<file path="config.mk">
export PLATFORM = sky130hd
export DESIGN_NAME = uart_tx_fifo
export DESIGN_NICKNAME = d
export VERILOG_FILES = /design/src/rtl/uart_tx_fifo.sv
export SDC_FILE = /design/constraint.sdc
export NUM_CORES = 1
export LEC_CHECK = 0
export CAP_MARGIN = 20
export CORE_MARGIN = 5
export CORE_UTILIZATION = 30
export CTS_BUF_LIST = sky130_fd_sc_hd__clkbuf_2 sky130_fd_sc_hd__clkbuf_4 sky130_fd_sc_hd__clkbuf_8
export CTS_CLUSTER_DIAMETER = 60
export DETAILED_ROUTE_END_ITERATION = 10
export GPL_TIMING_DRIVEN = 0
export PLACE_DENSITY = 0.5
export SKIP_LAST_GASP = 1
export SLEW_MARGIN = 30
export SYNTH_ARGS = -nofsm -noshare
export SYNTH_HDL_FRONTEND = slang
export SYNTH_SLANG_ARGS = --single-unit
</file>
<file path="constraint.sdc">
create_clock -name clk -period 4.1 [get_ports clk]
set_input_delay 0.41 -clock clk [delete_from_list [all_inputs] [get_ports clk]]
set_output_delay 0.41 -clock clk [all_outputs]
set_load 0.02 [all_outputs]
</file>
<file path="src/rtl/uart_tx_fifo.sv">
// UART transmitter with configurable data width, parity and stop bits, fed by a
// word FIFO with a valid/ready handshake so queued frames leave back-to-back.
module uart_tx_fifo #(
  parameter int CLK_FREQ   = 100000000,
  parameter int BAUD_RATE  = 9600,
  parameter int DATA_BITS  = 8,
  parameter int PARITY     = 0,
  parameter int STOP_BITS  = 1,
  parameter int FIFO_DEPTH = 16
) (
  input  logic                          clk,
  input  logic                          reset,
  input  logic [DATA_BITS-1:0]          s_data,
  input  logic                          s_valid,
  output logic                          s_ready,
  output logic                          txd,
  output logic                          busy,
  output logic                          tx_done,
  output logic [$clog2(FIFO_DEPTH):0]   fifo_count
);

  localparam int DIV    = CLK_FREQ / BAUD_RATE;
  localparam int BAUD_W = $clog2(DIV);
  localparam int PTR_W  = $clog2(FIFO_DEPTH);
  localparam int CNT_W  = PTR_W + 1;

  localparam logic [BAUD_W-1:0] BAUD_LAST = BAUD_W'(DIV - 1);
  localparam logic [BAUD_W-1:0] BAUD_PRE  = BAUD_W'(DIV - 2);
  localparam logic [3:0]        DATA_LAST = 4'(DATA_BITS - 1);
  localparam logic [3:0]        STOP_LAST = 4'(STOP_BITS - 1);
  localparam logic [CNT_W-1:0]  FULL_CNT  = CNT_W'(FIFO_DEPTH);

  typedef enum logic [2:0] {
    ST_IDLE,
    ST_START,
    ST_DATA,
    ST_PARITY,
    ST_STOP
  } state_t;

  // FIFO storage; the head word is read out through a register so the
  // array maps onto block RAM with a registered read port.
  logic [DATA_BITS-1:0] mem [FIFO_DEPTH];
  logic [PTR_W-1:0]     wr_ptr_reg;
  logic [PTR_W-1:0]     rd_ptr_reg;
  logic [CNT_W-1:0]     count_reg;
  logic [DATA_BITS-1:0] head_data_reg;
  logic                 head_valid_reg;

  logic                 push;
  logic                 pop;
  logic                 refill;
  logic [CNT_W-1:0]     mem_words;

  state_t               state_reg;
  logic [BAUD_W-1:0]    baud_cnt_reg;
  logic [3:0]           bit_cnt_reg;
  logic [DATA_BITS-1:0] shift_reg;
  logic                 parity_reg;
  logic                 txd_reg;
  logic                 busy_reg;
  logic                 tx_done_reg;

  logic                 bit_end;
  logic                 last_stop;

  assign s_ready    = !reset && (count_reg < FULL_CNT);
  assign push       = s_valid && s_ready;
  assign mem_words  = count_reg - CNT_W'(head_valid_reg);
  assign refill     = !reset && (!head_valid_reg || pop) && (mem_words != '0);

  assign bit_end    = (baud_cnt_reg == BAUD_LAST);
  assign last_stop  = (bit_cnt_reg == STOP_LAST);

  assign txd        = txd_reg;
  assign busy       = busy_reg;
  assign tx_done    = tx_done_reg;
  assign fifo_count = count_reg;

  // The FSM takes the head word when idle, or at the very end of the last
  // stop bit so the next start bit follows with no idle gap.
  always_comb begin
    pop = 1'b0;
    case (state_reg)
      ST_IDLE: pop = head_valid_reg;
      ST_STOP: pop = head_valid_reg && bit_end && last_stop;
      default: pop = 1'b0;
    endcase
  end

  always_ff @(posedge clk) begin
    if (push) begin
      mem[wr_ptr_reg] <= s_data;
    end
    if (refill) begin
      head_data_reg <= mem[rd_ptr_reg];
    end
  end

  always_ff @(posedge clk) begin
    if (reset) begin
      wr_ptr_reg     <= '0;
      rd_ptr_reg     <= '0;
      count_reg      <= '0;
      head_valid_reg <= 1'b0;
    end else begin
      if (push) begin
        wr_ptr_reg <= wr_ptr_reg + 1'b1;
      end
      if (refill) begin
        rd_ptr_reg     <= rd_ptr_reg + 1'b1;
        head_valid_reg <= 1'b1;
      end else if (pop) begin
        head_valid_reg <= 1'b0;
      end
      count_reg <= count_reg + CNT_W'(push) - CNT_W'(pop);
    end
  end

  always_ff @(posedge clk) begin
    if (reset) begin
      state_reg    <= ST_IDLE;
      baud_cnt_reg <= '0;
      bit_cnt_reg  <= '0;
      shift_reg    <= '0;
      parity_reg   <= 1'b0;
      txd_reg      <= 1'b1;
      busy_reg     <= 1'b0;
      tx_done_reg  <= 1'b0;
    end else begin
      tx_done_reg <= 1'b0;
      case (state_reg)
        ST_IDLE: begin
          txd_reg      <= 1'b1;
          baud_cnt_reg <= '0;
          bit_cnt_reg  <= '0;
          if (pop) begin
            shift_reg  <= head_data_reg;
            parity_reg <= (PARITY == 1) ? ~^head_data_reg : ^head_data_reg;
            txd_reg    <= 1'b0;
            busy_reg   <= 1'b1;
            state_reg  <= ST_START;
          end
        end

        ST_START: begin
          if (bit_end) begin
            baud_cnt_reg <= '0;
            bit_cnt_reg  <= '0;
            txd_reg      <= shift_reg[0];
            shift_reg    <= shift_reg >> 1;
            state_reg    <= ST_DATA;
          end else begin
            baud_cnt_reg <= baud_cnt_reg + 1'b1;
          end
        end

        ST_DATA: begin
          if (bit_end) begin
            baud_cnt_reg <= '0;
            if (bit_cnt_reg == DATA_LAST) begin
              bit_cnt_reg <= '0;
              if (PARITY != 0) begin
                txd_reg   <= parity_reg;
                state_reg <= ST_PARITY;
              end else begin
                txd_reg   <= 1'b1;
                state_reg <= ST_STOP;
              end
            end else begin
              bit_cnt_reg <= bit_cnt_reg + 1'b1;
              txd_reg     <= shift_reg[0];
              shift_reg   <= shift_reg >> 1;
            end
          end else begin
            baud_cnt_reg <= baud_cnt_reg + 1'b1;
          end
        end

        ST_PARITY: begin
          if (bit_end) begin
            baud_cnt_reg <= '0;
            bit_cnt_reg  <= '0;
            txd_reg      <= 1'b1;
            state_reg    <= ST_STOP;
          end else begin
            baud_cnt_reg <= baud_cnt_reg + 1'b1;
          end
        end

        ST_STOP: begin
          // Raised one clock early so the pulse covers the final clock of the frame.
          tx_done_reg <= last_stop && (baud_cnt_reg == BAUD_PRE);
          if (bit_end) begin
            baud_cnt_reg <= '0;
            if (last_stop) begin
              bit_cnt_reg <= '0;
              if (pop) begin
                shift_reg  <= head_data_reg;
                parity_reg <= (PARITY == 1) ? ~^head_data_reg : ^head_data_reg;
                txd_reg    <= 1'b0;
                state_reg  <= ST_START;
              end else begin
                txd_reg   <= 1'b1;
                busy_reg  <= 1'b0;
                state_reg <= ST_IDLE;
              end
            end else begin
              bit_cnt_reg <= bit_cnt_reg + 1'b1;
            end
          end else begin
            baud_cnt_reg <= baud_cnt_reg + 1'b1;
          end
        end

        default: begin
          txd_reg   <= 1'b1;
          busy_reg  <= 1'b0;
          state_reg <= ST_IDLE;
        end
      endcase
    end
  end

endmodule

</file>
== Yosys cells after proc, flatten, opt, wreduce, memory -nomap -nowiden ==
Memories as Yosys holds them, arrays and structs flattened. A register that Yosys moved wholly into a read port is not among the register bits.
Cells that the tools add are included.
Operators by class
  div/mod/pow operators: 0
  shift operators: 0
  equal/unequal tests: 17
  $lt $le $gt $ge: 1
  bitwise operators: 2
  reduce and logical (&&, ||, !) cells: 26
  add/subtract/negate cells: 7
  mux-type cells: 42
  $mul: 0
Operators with widths (number)
  2-to-1 mux 8 bit: 6
  one-hot mux 8 bit (4 select lines): 1
  == test 14 bit, second input constant: 2
  one-hot mux 14 bit (2 select lines): 1
  2-to-1 mux 3 bit: 7
  2-to-1 mux 4 bit: 5
  != test 2 bit, second input constant: 9
  2-to-1 mux 1 bit: 16
  one-hot mux 4 bit (4 select lines): 1
  one-hot mux 3 bit (5 select lines): 1
  adder 14 x 1 -> 14 bit, second input constant: 1
  2-to-1 mux 14 bit: 1
  adder 4 x 1 -> 4 bit, second input constant: 3
  AND reduction 5 bit: 2
  subtractor 5 x 1 -> 5 bit: 2
  nonzero test 4 bit: 2
  logical AND 1 bit: 7
  AND reduction 7 bit: 1
  == test 3 x 2 -> 1 bit, second input constant: 2
  AND reduction 6 bit: 1
  adder 5 x 1 -> 5 bit: 1
  < comparator 5 bit, second input constant: 1
  one-hot mux 1 bit (5 select lines): 1
  nonzero test 5 bit: 1
  16 further kinds: 20
Word-level totals
  register bits after elaboration: 46
  memory bits (writable): 128
  bits in latches: 0
  bits of input ports: 11
  memories: 1
  memory bits (read-only): 0
  word-level logic and storage cells: 107
  output and inout port bits: 9
Memories
  mem: depth 16, bits a word 8, rd ports 1, clocked after Yosys merged registers in 1, write ports 1, line 43  | logic [DATA_BITS-1:0] mem [FIFO_DEPTH];

== Depth between registers and ports, before layout ==
  word-level depth: 8
  gate-level depth with buffers: 15
  mapped depth without buffers: 15

== Worst setup path before layout ==
OpenSTA, ideal clock, no wires.
  path kind: reg2reg
  start: reg bit_cnt_reg[0]
  end: reg count_reg[4], in the netlist fifo_count[4]
  data required time: 4030 ps
  arrival time: 3199 ps
  stages on the path, launching flop included: 16
  path buffers: 0
  setup time: 70 ps
  period minus slack after synthesis: 3270 ps
  path slack: 830 ps
  cell sequence: dfxtp_1 inv_1 ha_1 or3b_2 or4_4 o21ai_0 nand3_1 inv_1 ha_1 inv_1 ha_1 fa_1 a21oi_1 nor2_1 or3_1 a21oi_1
Between the ends
  cells in the longest elaborated chain, start to end: 4
Ends and longest elaborated chain
  start: declaration: line 57  | logic [3:0] bit_cnt_reg;
  start signal: assignment: line 171  | bit_cnt_reg <= bit_cnt_reg + 1'b1;
  start signal: assignment: line 209  | bit_cnt_reg <= bit_cnt_reg + 1'b1;
  zero test 4 bit: line 73  | assign last_stop = (bit_cnt_reg == STOP_LAST);
  logical AND 1 bit: line 86  | ST_STOP: pop = head_valid_reg && bit_end && last_stop;
  one-hot mux 1 bit (2 select lines): line 84  | case (state_reg)
  subtractor 5 x 1 -> 5 bit: line 116  | count_reg <= count_reg + CNT_W'(push) - CNT_W'(pop);
  end signal: assignment: line 116
  end: declaration: line 46  | logic [CNT_W-1:0] count_reg;
No other way between the ends.
A chain may end at the register's enable or synchronous reset.

== Worst setup path in the final report ==
Same ends and word-level chain as after synthesis.

==> flow_summary.ini <==
[run_status]
outcome = completed

[cells_and_area]
antenna_cells = 0
n_fill_cell = 2482
synthToLayoutAreaGrowth_pct = 13.9
instances_no_fill = 952
drive_above_1_share = 0.122
largest_register_ffs = 128
fin_nets = 638

[critical_path]
startpoint_type = flop
cp_slowest_cell = or4_4
cp-end-kind = flop
worstReg2RegStart = bit_cnt_reg[0]
cpPeakStageDelay_ns = 0.55
path_cells = inv_1 > ha_1 > or3b_2 > or4_4 > o21ai_0 > nand3_1 > inv_1 > ha_1 > inv_1 > ha_1 > fa_1 > a21oi_1 > nor2_1 > or3_1 > a21oi_1
crit_family = simple AND/OR/NAND/NOR gates
r2r_setup_slack_ns = 0.46
criticalPathCategory = reg2reg
worstPathBufferInverterCount = 3
worst_ep_arrival_time_ns = 4.03
critPathLaunch = bit_cnt_reg[0]
required_ns = 4.49
critPathMaxFanout = 5

[detailed_routing]
drc = 0
first_pass_iters = 4
ant_nets = 0
drt_iter0_drc = 320
wl_um = 16900
wl_per_cell_um = 17.8
vias = 4658
viasPerCell = 4.89

[global_routing]
grt_pass1_wl_um = 26800
grt_util_all_layers = 0.121
grt_overflow = 0
antenna_found_initial = 0
grt_pass1_vias = 4711
grt_max_degree = 21

[sta]
tightest_slew_ns = 0.900
post-route-min-period_ns = 3.64
finalClockSkew_ns = 0.0219
fin_crit_sh = 0.889
final-setup-viol-count = 0
tns_ns = 0
hold_viol_final = 0
rsz0062_at_grt = false
slew_viol_final = 0
slew_headroom = 0.398
fmax_mhz = 274

[logic_synthesis]
synth-seq-cells = 182
synth.largest_area_cell = edfxtp_1
ys_top_cells_by_area = edfxtp_1 53%, dfxtp_1 12%, mux4_2 4.6%, mux2i_1 4.1%, ha_1 2.7%
yosys-top-cells-count = 136 x edfxtp_1, 49 x nor2_1, 46 x dfxtp_1
synth_cells = 572
yosysMostFrequentCell = edfxtp_1
synth.distinct_cells = 56
syn_nets = 601
yosysSeqAreaShare = 0.644
synth-edff-count = 136
ys_dominant_reg_cell = edfxtp_1
synth.avg_cell_area_um2 = 13.6
asyncSetResetFlopFracSynth = 0
yosys_warnings = 0
synth_top_area_share = 0.526
synthesis.area_um2 = 7770

[min_path]
min_from = shift_reg[7]
holdCritPathClass = reg2reg

[clock_network]
cts_tree = done
htreeDepth = 4
clk_path_buf_depth = 2
clkSinkCount = 182
root_buffer = clkbuf_8
cts_resized = 0
postCtsSetupBuffers = 0
cts_hold_buf = 0
cts.reportedPaths.clkPinSlew_ns = 0.11
cts_buffers = 17
clk_latency_ns = 0.47

[floorplanning]
io-pin-count = 20
die_area_um2 = 29200
core_area_um2 = 25300
rows = 58
die_h_um = 171
initial_core_util = 0.307
die_w_um = 171

[placement]
placed_cells = 920
gp_congestion = 0.879
port_buffers = 18
dp.final_hpwl_um = 11800

[power]
intPower_w = 0.00320
p_per_area_nw_per_um2 = 527
p_leak_nw = 2.85
report.power.total_w = 0.00466
peakVddDrop_uv = 250
p_sw_frac = 0.313
p_clk_frac = 0.290
seqPwrFrac = 0.470
switching_power_w = 0.00146
pwr-share-comb = 0.240

[flow_run]
cap_violations = 0
==> metrics by stage <==
| step | area, um^2 | worst slack (ns) | utilization | hold WS, ns |
|---|---|---|---|---|
| 6_report | 8850 | 0.456 | 0.349 | 0.486 |
| 5_1_grt | 8850 | 0.206 | 0.349 | 0.507 |
| 4_1_cts | 8840 | 0.425 | 0.349 | 0.488 |
| 3_5_place_dp | 8380 | 0.461 | 0.331 | 0.472 |
| 3_3_place_gp | 8360 | 0.486 | 0.330 | 0.466 |
| 2_1_floorplan | 7770 | 0.830 | - | 0.454 |
==> layout make-up <==
class | instances | area [um^2] | area share
buffer | 30 | 116 | 0.0132
clock buffer | 17 | 234 | 0.0264
clock inverter | 15 | 228 | 0.0257
inverter | 20 | 75.1 | 0.00849
multi-input combinational | 340 | 2600 | 0.293
sequential | 182 | 5000 | 0.566
tap | 330 | 413 | 0.0467
timing repair buffer | 18 | 180 | 0.0204
==> worst paths after layout <==
kind / to / cells after the start
max: fifo_count[4] / 15
min: shift_reg[7] / 2
max reg2reg: fifo_count[4] / 15
min reg2reg: shift_reg[7] / 2
==> cells by family (layout without fill, tap and decap cells) <==
| family | Yosys count | in the layout | synth area share |
|---|---|---|---|
| flip-flops | 182 | 182 | 0.644 |
| AND/OR/NAND/NOR | 148 | 148 | 0.0963 |
| AO/OA/AOI/OAI | 97 | 97 | 0.0810 |
| multiplexers | 57 | 57 | 0.101 |
| buffers and inverters | 50 | 100 | 0.0245 |
| adder cells (fa/ha/maj) | 20 | 20 | 0.0327 |
| XOR/XNOR | 18 | 18 | 0.0203 |
==> power by group through the flow <==
stage	combinational, W	clock, W	sequential (W)
floorplan	0.000776	0	0.00224
global placement	0.00112	0	0.00223
detailed placement	0.00113	0	0.00224
CTS	0.00114	0.00139	0.00219
global route	0.00125	0.00147	0.00221
finish	0.00112	0.00135	0.00219
==> tightest hold or removal path, stage by stage, from the launching register on <==
cell and delay, ns:
dfxtp_1 0.33, inv_1 0.04, o32ai_1 0.07
==> per-layer routing <==
metal,global-route usage,up-vias,part of all wire
met5,0,-,0
met4,0.0289,0,0.012
met3,0.0303,13,0.043
met2,0.195,89,0.47
met1,0.165,2323,0.47
li1,-,2233,-
==> layout by cell type (no fill, tap or decap), types with 3 or more instances in the layout <==
cell	instances
a211oi_1	10
a21oi_1	26
a221oi_1	8
a22oi_1	8
and2_1	5
buf_1	6
clkbuf_1	21
clkbuf_8	17
clkdlybuf4s50_1	18
clkinv_8	6
dfxtp_1	46
edfxtp_1	136
ha_1	17
inv_1	20
inv_8	5
mux2_2	9
mux2i_1	32
mux4_2	16
nand2_1	31
nand2b_1	10
nand3_1	11
nand4_1	5
nor2_1	49
nor2b_1	5
nor3_2	5
nor4_1	3
o21ai_0	26
o31ai_1	3
xnor2_1	5
xor2_1	13
(Power assumes the default switching activity.)
